### src/rtl/ila_capture_if.sv
// ila_capture_if: host/trigger and memory-side signals of the
// capture sequencer, bundled with host (master) and sequencer (slave) views.
interface ila_capture_if #(
  parameter int ADDR_WIDTH = 4
);
  logic                  arm;
  logic                  trigger;
  logic                  abort;
  logic [ADDR_WIDTH-1:0] post_count;
  logic                  rd_ready;
  logic                  write_enable;
  logic [ADDR_WIDTH-1:0] waddr;
  logic                  read_enable;
  logic                  sample_valid;
  logic [ADDR_WIDTH-1:0] trig_addr;
  logic                  busy;
  logic                  done;
  logic [2:0]            state;

  modport master (
    output arm, trigger, abort, post_count, rd_ready,
    input  write_enable, waddr, read_enable, sample_valid,
    input  trig_addr, busy, done, state
  );

  modport slave (
    input  arm, trigger, abort, post_count, rd_ready,
    output write_enable, waddr, read_enable, sample_valid,
    output trig_addr, busy, done, state
  );
endinterface

### src/rtl/ila_capture_ctrl.sv
// ila_capture_ctrl: ILA capture sequencer (circular write, post-trigger
// count, oldest-first readout). Option macro: ILA_PRETRIG_FILL_EN.
module ila_capture_ctrl #(
  parameter int ADDR_WIDTH = 4
) (
  input logic         clk,
  input logic         reset,
  ila_capture_if.slave bus
);
  localparam int DEPTH = 2 ** ADDR_WIDTH;
  localparam int CW    = ADDR_WIDTH + 1;

  typedef enum logic [2:0] {
    S_IDLE    = 3'd0,
    S_ARMED   = 3'd1,
    S_POST    = 3'd2,
    S_READY   = 3'd3,
    S_READOUT = 3'd4
  } state_t;

  state_t                r_state;
  state_t                w_next;
  logic [ADDR_WIDTH-1:0] r_waddr;
  logic [ADDR_WIDTH-1:0] r_trig_addr;
  logic [ADDR_WIDTH-1:0] r_post_len;
  logic [CW-1:0]         r_post_cnt;
  logic [CW-1:0]         r_rd_cnt;
  logic                  r_we;
  logic                  r_done;
  logic [1:0]            r_sv;
  logic                  w_re;
  logic                  w_last_rd;
  logic                  w_fill_ok;
  logic                  w_trig_ok;
  logic                  w_arm_ok;

`ifdef ILA_PRETRIG_FILL_EN
  logic [CW-1:0] r_fill_cnt;
  logic [CW-1:0] w_fill_need;

  assign w_fill_need = CW'(DEPTH - 1) - {1'b0, r_post_len};
  assign w_fill_ok   = (r_fill_cnt >= w_fill_need);

  // count samples written since arm so trigger waits for a full buffer
  always_ff @(posedge clk) begin
    if (reset) begin
      r_fill_cnt <= '0;
    end else if (w_arm_ok) begin
      r_fill_cnt <= '0;
    end else if (r_state == S_ARMED && r_we && r_fill_cnt != '1) begin
      r_fill_cnt <= r_fill_cnt + 1'b1;
    end
  end
`else
  assign w_fill_ok = 1'b1;
`endif

  assign w_arm_ok  = (r_state == S_IDLE) && bus.arm && !bus.abort;
  assign w_trig_ok = (r_state == S_ARMED) && bus.trigger &&
                     w_fill_ok && !bus.abort;
  assign w_re      = (r_state == S_READOUT) && bus.rd_ready &&
                     !bus.abort && !reset;
  assign w_last_rd = w_re && (r_rd_cnt == CW'(DEPTH - 1));

  // next-state selection; abort overrides everything
  always_comb begin
    w_next = r_state;
    unique case (r_state)
      S_IDLE:    if (bus.arm) w_next = S_ARMED;
      S_ARMED:   if (w_trig_ok)
                   w_next = (r_post_len == '0) ? S_READY : S_POST;
      S_POST:    if (r_post_cnt == CW'(1)) w_next = S_READY;
      S_READY:   w_next = S_READOUT;
      S_READOUT: if (w_last_rd) w_next = S_IDLE;
      default:   w_next = S_IDLE;
    endcase
    if (bus.abort) w_next = S_IDLE;
  end

  // state, write pointer, counters and output registers
  always_ff @(posedge clk) begin
    if (reset) begin
      r_state     <= S_IDLE;
      r_we        <= 1'b0;
      r_waddr     <= '0;
      r_trig_addr <= '0;
      r_post_len  <= '0;
      r_post_cnt  <= '0;
      r_rd_cnt    <= '0;
      r_sv        <= '0;
      r_done      <= 1'b0;
    end else begin
      r_state <= w_next;
      r_we    <= (w_next == S_ARMED) || (w_next == S_POST);
      if (r_we) r_waddr <= r_waddr + 1'b1;
      if (w_arm_ok) r_post_len <= bus.post_count;
      if (w_trig_ok) begin
        r_trig_addr <= r_waddr;
        r_post_cnt  <= {1'b0, r_post_len};
      end else if (r_state == S_POST) begin
        r_post_cnt <= r_post_cnt - 1'b1;
      end
      if (r_state == S_READY) r_rd_cnt <= '0;
      else if (w_re) r_rd_cnt <= r_rd_cnt + 1'b1;
      r_sv   <= {r_sv[0], w_re};
      r_done <= w_last_rd;
    end
  end

  assign bus.write_enable = r_we;
  assign bus.waddr        = r_waddr;
  assign bus.read_enable  = w_re;
  assign bus.sample_valid = r_sv[1];
  assign bus.trig_addr    = r_trig_addr;
  assign bus.busy         = (r_state != S_IDLE);
  assign bus.done         = r_done;
  assign bus.state        = r_state;
endmodule

### src/flat_wrapper.sv
// flat-port wrapper written by rule: the top's interface ports become plain ports
module ila_capture_ctrl_flat 
#(
  parameter int ADDR_WIDTH = 4
)
  (clk, reset, bus_arm, bus_trigger, bus_abort, bus_post_count, bus_rd_ready, bus_write_enable, bus_waddr, bus_read_enable, bus_sample_valid, bus_trig_addr, bus_busy, bus_done, bus_state);
  ila_capture_if #(.ADDR_WIDTH(ADDR_WIDTH)) bus_i ();
  input logic clk;
  input logic reset;
  input wire logic [$bits(bus_i.arm)-1:0] bus_arm;
  input wire logic [$bits(bus_i.trigger)-1:0] bus_trigger;
  input wire logic [$bits(bus_i.abort)-1:0] bus_abort;
  input wire logic [$bits(bus_i.post_count)-1:0] bus_post_count;
  input wire logic [$bits(bus_i.rd_ready)-1:0] bus_rd_ready;
  output wire logic [$bits(bus_i.write_enable)-1:0] bus_write_enable;
  output wire logic [$bits(bus_i.waddr)-1:0] bus_waddr;
  output wire logic [$bits(bus_i.read_enable)-1:0] bus_read_enable;
  output wire logic [$bits(bus_i.sample_valid)-1:0] bus_sample_valid;
  output wire logic [$bits(bus_i.trig_addr)-1:0] bus_trig_addr;
  output wire logic [$bits(bus_i.busy)-1:0] bus_busy;
  output wire logic [$bits(bus_i.done)-1:0] bus_done;
  output wire logic [$bits(bus_i.state)-1:0] bus_state;
  assign bus_i.arm = bus_arm;
  assign bus_i.trigger = bus_trigger;
  assign bus_i.abort = bus_abort;
  assign bus_i.post_count = bus_post_count;
  assign bus_i.rd_ready = bus_rd_ready;
  assign bus_write_enable = bus_i.write_enable;
  assign bus_waddr = bus_i.waddr;
  assign bus_read_enable = bus_i.read_enable;
  assign bus_sample_valid = bus_i.sample_valid;
  assign bus_trig_addr = bus_i.trig_addr;
  assign bus_busy = bus_i.busy;
  assign bus_done = bus_i.done;
  assign bus_state = bus_i.state;
  ila_capture_ctrl #(.ADDR_WIDTH(ADDR_WIDTH)) u_core (.clk(clk), .reset(reset), .bus(bus_i));
endmodule
### config.mk
export PLATFORM = sky130hd
export DESIGN_NAME = ila_capture_ctrl_flat
export DESIGN_NICKNAME = d
export VERILOG_FILES = /design/src/rtl/ila_capture_if.sv /design/src/rtl/ila_capture_ctrl.sv /design/src/flat_wrapper.sv
export SDC_FILE = /design/constraint.sdc
export NUM_CORES = 1
export LEC_CHECK = 0
export ABC_AREA = 1
export CAP_MARGIN = 15
export CORE_MARGIN = 5
export CORE_UTILIZATION = 54
export CTS_CLUSTER_SIZE = 30
export DETAILED_ROUTE_END_ITERATION = 10
export GPL_TIMING_DRIVEN = 0
export PLACE_DENSITY = 0.82
export SLEW_MARGIN = 20
export SYNTH_ARGS = -nofsm -noshare
export SYNTH_HDL_FRONTEND = slang
export SYNTH_SLANG_ARGS = --single-unit
### constraint.sdc
create_clock -name clk -period 3.83 [get_ports clk]
set_clock_uncertainty 0.1 [all_clocks]
set_input_delay 0.383 -clock clk [delete_from_list [all_inputs] [get_ports clk]]
set_output_delay 0.383 -clock clk [all_outputs]
set_load 0.005 [all_outputs]
==> results.md <==
- In the final layout, the share of cells above drive strength 1 is 0.111.
- The sequential area share after synthesis is 0.420.
- The worst-case hold slack is 166 ps.
- After clock tree synthesis, the setup repair step added 0 buffers.
- The synthesized area is 1380 um^2.
- The warning count from the yosys run is 0.
- Clock-pin slew was measured on the worst setup and hold paths at 90 ps.
- The area fraction in compound gates after synthesis is 0.118.
- The data required time at the worst endpoint is 3350 ps.
- By area, the combinational part of the netlist is dominated by simple AND/OR/NAND/NOR gates.
- The residual antenna-violating net count after detailed routing is 0.
- The xor/xnor share of the synthesized area is 0.00633.
- The clock passes through at most 2 buffers.
- The floorplan die width is 60.6 um.
- The hold path startpoint is reset.
- The initial utilization of the core area, before any placement, comes to 0.564.
- The die outline height is 60.6 um.
- For the pin with the worst max-slew slack, the measured transition is 285 ps.
- Setup repair after global routing left no endpoint under its margin.
- The number of antenna violations at the first check in global routing came to 0.
- The worst min-delay path endpoint is u_core.bus.waddr[1].
- The number of stages on the worst hold path is 2.
- The type of destination of the critical path is a primary output.
- Dividing the synthesized area by the synthesized cell count gives 7.17 um^2.
- The number of nets in the synthesized netlist is 208.
- The final max-slew violation count is 0.
- Clock latency on the worst-skew pair, taken at its later pin, is 330 ps.
- The startpoint of the lowest-slack register-to-register path is u_core.r_rd_cnt[1].
- The via density per instance is 5.27.
- The combined area of the multi-input logic cells is 657 um^2.
- Counting distinct cell types in the post-synthesis netlist gives 23.
- The fraction of synthesized area in multiplexers is 0.
- The number of failing hold endpoints at the final stage is 0.
- The buffer type at the clock tree root is sky130_fd_sc_hd__clkbuf_4.
- Across the VDD grid, the largest voltage drop is 0.322 mV.
- The worst setup path is of the in2out kind.
- The setup slack on the worst flop-to-flop path is 2460 ps.
- The power per unit of standard cell area is 320 nW/um^2.
- The number of register bits inferred by synthesis is 29.
- The number of endpoints failing setup at the final stage is 0.
- The first global-routing pass estimated 5.39 mm of wire.
- The residual DRC count is 0.
- The adder and majority gate portion of the synthesized area is 0.0452.
- After the first detailed-routing iteration, the DRC count stood at 36.
- The die covers 3670 um^2.
- The total of hold buffers inserted after clock tree synthesis is 0.
- In this run the static leakage power is 0.732 nW.
- The type of the worst min-delay path is in2reg.
- For the worst setup path, the data arrival time is 1890 ps.
- The detailed placement HPWL is 2.44 mm.
- The TritonCTS clock tree is built.
- In this run the tool buffered the top-level ports with 24 buffer cells.
- At the end of routability-driven placement, the weighted congestion stood at 0.928.
- Summed over all failing endpoints, the final setup total negative slack is 0 ps.
- The signed area change from the synthesized netlist to the final layout is 23.8%.
- Entering global routing, the biggest net connects 11 pins.
- The worst register-to-register path has a depth of 7.
- The via count of the first global-routing pass is 1303.
- For this run, the total global-route usage over all layers was measured as 0.196.
- 0 antenna diodes ended up in the layout.
- In this run the worst path has a maximum fanout of 8.
- Across the run, the number of max-cap violations was 0.
- The number of vias in the routed layout is 1345.
- Of the total synthesized cell area, the portion taken by AND, OR, NAND and NOR gates is 0.305.
- The final layout net count is 239.
- The worst setup path is launched from a primary input.
- For this run, the top clock speed supported by timing is 421 MHz.
- The average wire per standard cell is 12.3 um.
- The instance count of the mapped netlist is 193.
- The number of sinks on the clock net is 29.
- In the finished design, the share of the clock period the worst path needs comes to 0.620.
- Fill cells in the final layout number 214.
- The post-layout worst setup margin is 1460 ps.
- Gates resized during post-CTS repair numbered 0.
- The total core area is 2450 um^2.
- The tightest slew margin relative to the limit is 0.810.
- The final wirelength is 3.13 mm.
- The number of search-and-repair iterations in the first detailed-routing pass is 4.
- The leftover overflow at the end of global routing is 0.
- The total clock buffers created by CTS is 5.
- Before CTS, the worst setup slack after placement is 1470 ps.
- The number of ports placed on the die boundary is 26.
- The terminus of the critical flop-to-flop path is u_core.bus.state[2].
- The clock tree synthesis step divided the H-tree into 2 levels.
- For the finished layout, the period the worst path requires is 2370 ps.
- The flow ran to the end, and the final reports show no timing, DRC or antenna violations.
- The count of standard-cell rows is 18.
- The storage element area is 581 um^2.
## Yosys cell counts
library cell,count,area share
sky130_fd_sc_hd__nand2_1,39,0.11
sky130_fd_sc_hd__dfxtp_1,29,0.42
sky130_fd_sc_hd__inv_1,26,0.071
sky130_fd_sc_hd__nor2_1,26,0.071
sky130_fd_sc_hd__a21oi_1,17,0.061
sky130_fd_sc_hd__nand3_1,12,0.043
sky130_fd_sc_hd__o21ai_0,10,0.036
sky130_fd_sc_hd__ha_1,5,0.045
sky130_fd_sc_hd__inv_2,4,0.011
sky130_fd_sc_hd__nand3_2,3,0.022
sky130_fd_sc_hd__nor2_4,3,0.024
sky130_fd_sc_hd__o21ai_1,3,0.011
sky130_fd_sc_hd__buf_6,2,0.016
sky130_fd_sc_hd__nand2_2,2,0.0090
sky130_fd_sc_hd__nand4_1,2,0.0090
sky130_fd_sc_hd__nor2_2,2,0.0090
sky130_fd_sc_hd__nor3_1,2,0.0072
sky130_fd_sc_hd__buf_2,1,0.0036
sky130_fd_sc_hd__inv_4,1,0.0045
sky130_fd_sc_hd__nor4_1,1,0.0045
sky130_fd_sc_hd__o211ai_1,1,0.0054
sky130_fd_sc_hd__o22ai_1,1,0.0045
sky130_fd_sc_hd__xor2_1,1,0.0063
## worst max-delay path by stage
stage          cells after the start         endpoint       from  slack [ps]
6_report                           5  bus_read_enable  bus_abort        1460
5_1_grt                            5  bus_read_enable  bus_abort        1370
4_1_cts                            5  bus_read_enable  bus_abort        1470
3_5_place_dp                       5  bus_read_enable  bus_abort        1470
3_3_place_gp                       5  bus_read_enable  bus_abort        1510
2_1_floorplan                      4  bus_read_enable      reset        2510
## metrics by stage
| step | cells | util | power (mW) | area (um^2) |
|---|---|---|---|---|
| after CTS | 255 | 0.698 | 0.549 | 1710 |
| after detailed placement | 247 | 0.677 | 0.377 | 1660 |
| final | 255 | 0.698 | 0.548 | 1710 |
| after global placement | 247 | 0.677 | 0.375 | 1660 |
| after floorplan | 193 | - | 0.353 | 1380 |
| after global routing | 255 | 0.698 | 0.572 | 1710 |
## critical path, cell delays in order
cell,delay (ps)
sky130_fd_sc_hd__clkdlybuf4s50_1,440
sky130_fd_sc_hd__inv_1,180
sky130_fd_sc_hd__nand3_2,150
sky130_fd_sc_hd__nor2_4,200
sky130_fd_sc_hd__clkdlybuf4s50_1,530
## area by class of cell
class                           count  share of cell area
Timing Repair Buffer               24               0.140
Buffer                              3              0.0161
Clock inverter                      2             0.00584
Tap cell                           30              0.0219
Sequential cell                    29               0.339
Multi-Input combinational cell    130               0.383
Clock buffer                        6              0.0241
Inverter                           31              0.0694
## per-layer routing
| layer | routed length, um | track usage | part of all wire |
|---|---|---|---|
| met1 | 1350 | 0.216 | 0.43 |
| met2 | 1490 | 0.339 | 0.48 |
| met3 | 206 | 0.0596 | 0.066 |
| met4 | 78 | 0.102 | 0.025 |
| met5 | 0 | 0 | 0 |
## placed cells by master (no fill, tap or decap), drive strengths merged
master         synthesis  routed
clkinv                 0       2
dfxtp                 29      29
ha                     5       5
inv                   31      31
o21ai                 13      13
nand4                  2       2
nand3                 15      15
nor4                   1       1
nor3                   2       2
buf                    3       3
o22ai                  1       1
nor2                  31      31
a21oi                 17      17
clkbuf                 0       6
xor2                   1       1
nand2                 41      41
o211ai                 1       1
clkdlybuf4s50          0      24
## flip-flops by register name, summed over array words and instances, names as in the netlist
| name | count |
|---|---|
| u_core.r_post_cnt | 5 |
| u_core.r_rd_cnt | 5 |
| u_core.bus.trig_addr | 4 |
| u_core.bus.waddr | 4 |
| u_core.r_post_len | 4 |
| u_core.bus.state | 3 |
| u_core.r_sv | 2 |
| u_core.bus.done | 1 |
| u_core.bus.write_enable | 1 |
## cells by family (layout without fill, tap and decap cells)
| logic type | Yosys count | count (layout) |
|---|---|---|
| adders and majority gates | 5 | 5 |
| AOI/OAI and AO/OA | 32 | 32 |
| and+or+nand+nor | 92 | 92 |
| xor gates and xnor gates | 1 | 1 |
| DFF | 29 | 29 |
| buffers and inverters | 34 | 66 |
## power by group
part           switching [mW]  internal, mW
Clock                   0.107        0.0698
Sequential            0.00657         0.308
Combinational          0.0289        0.0268
No activity file was read; power rests on OpenSTA's default activity.
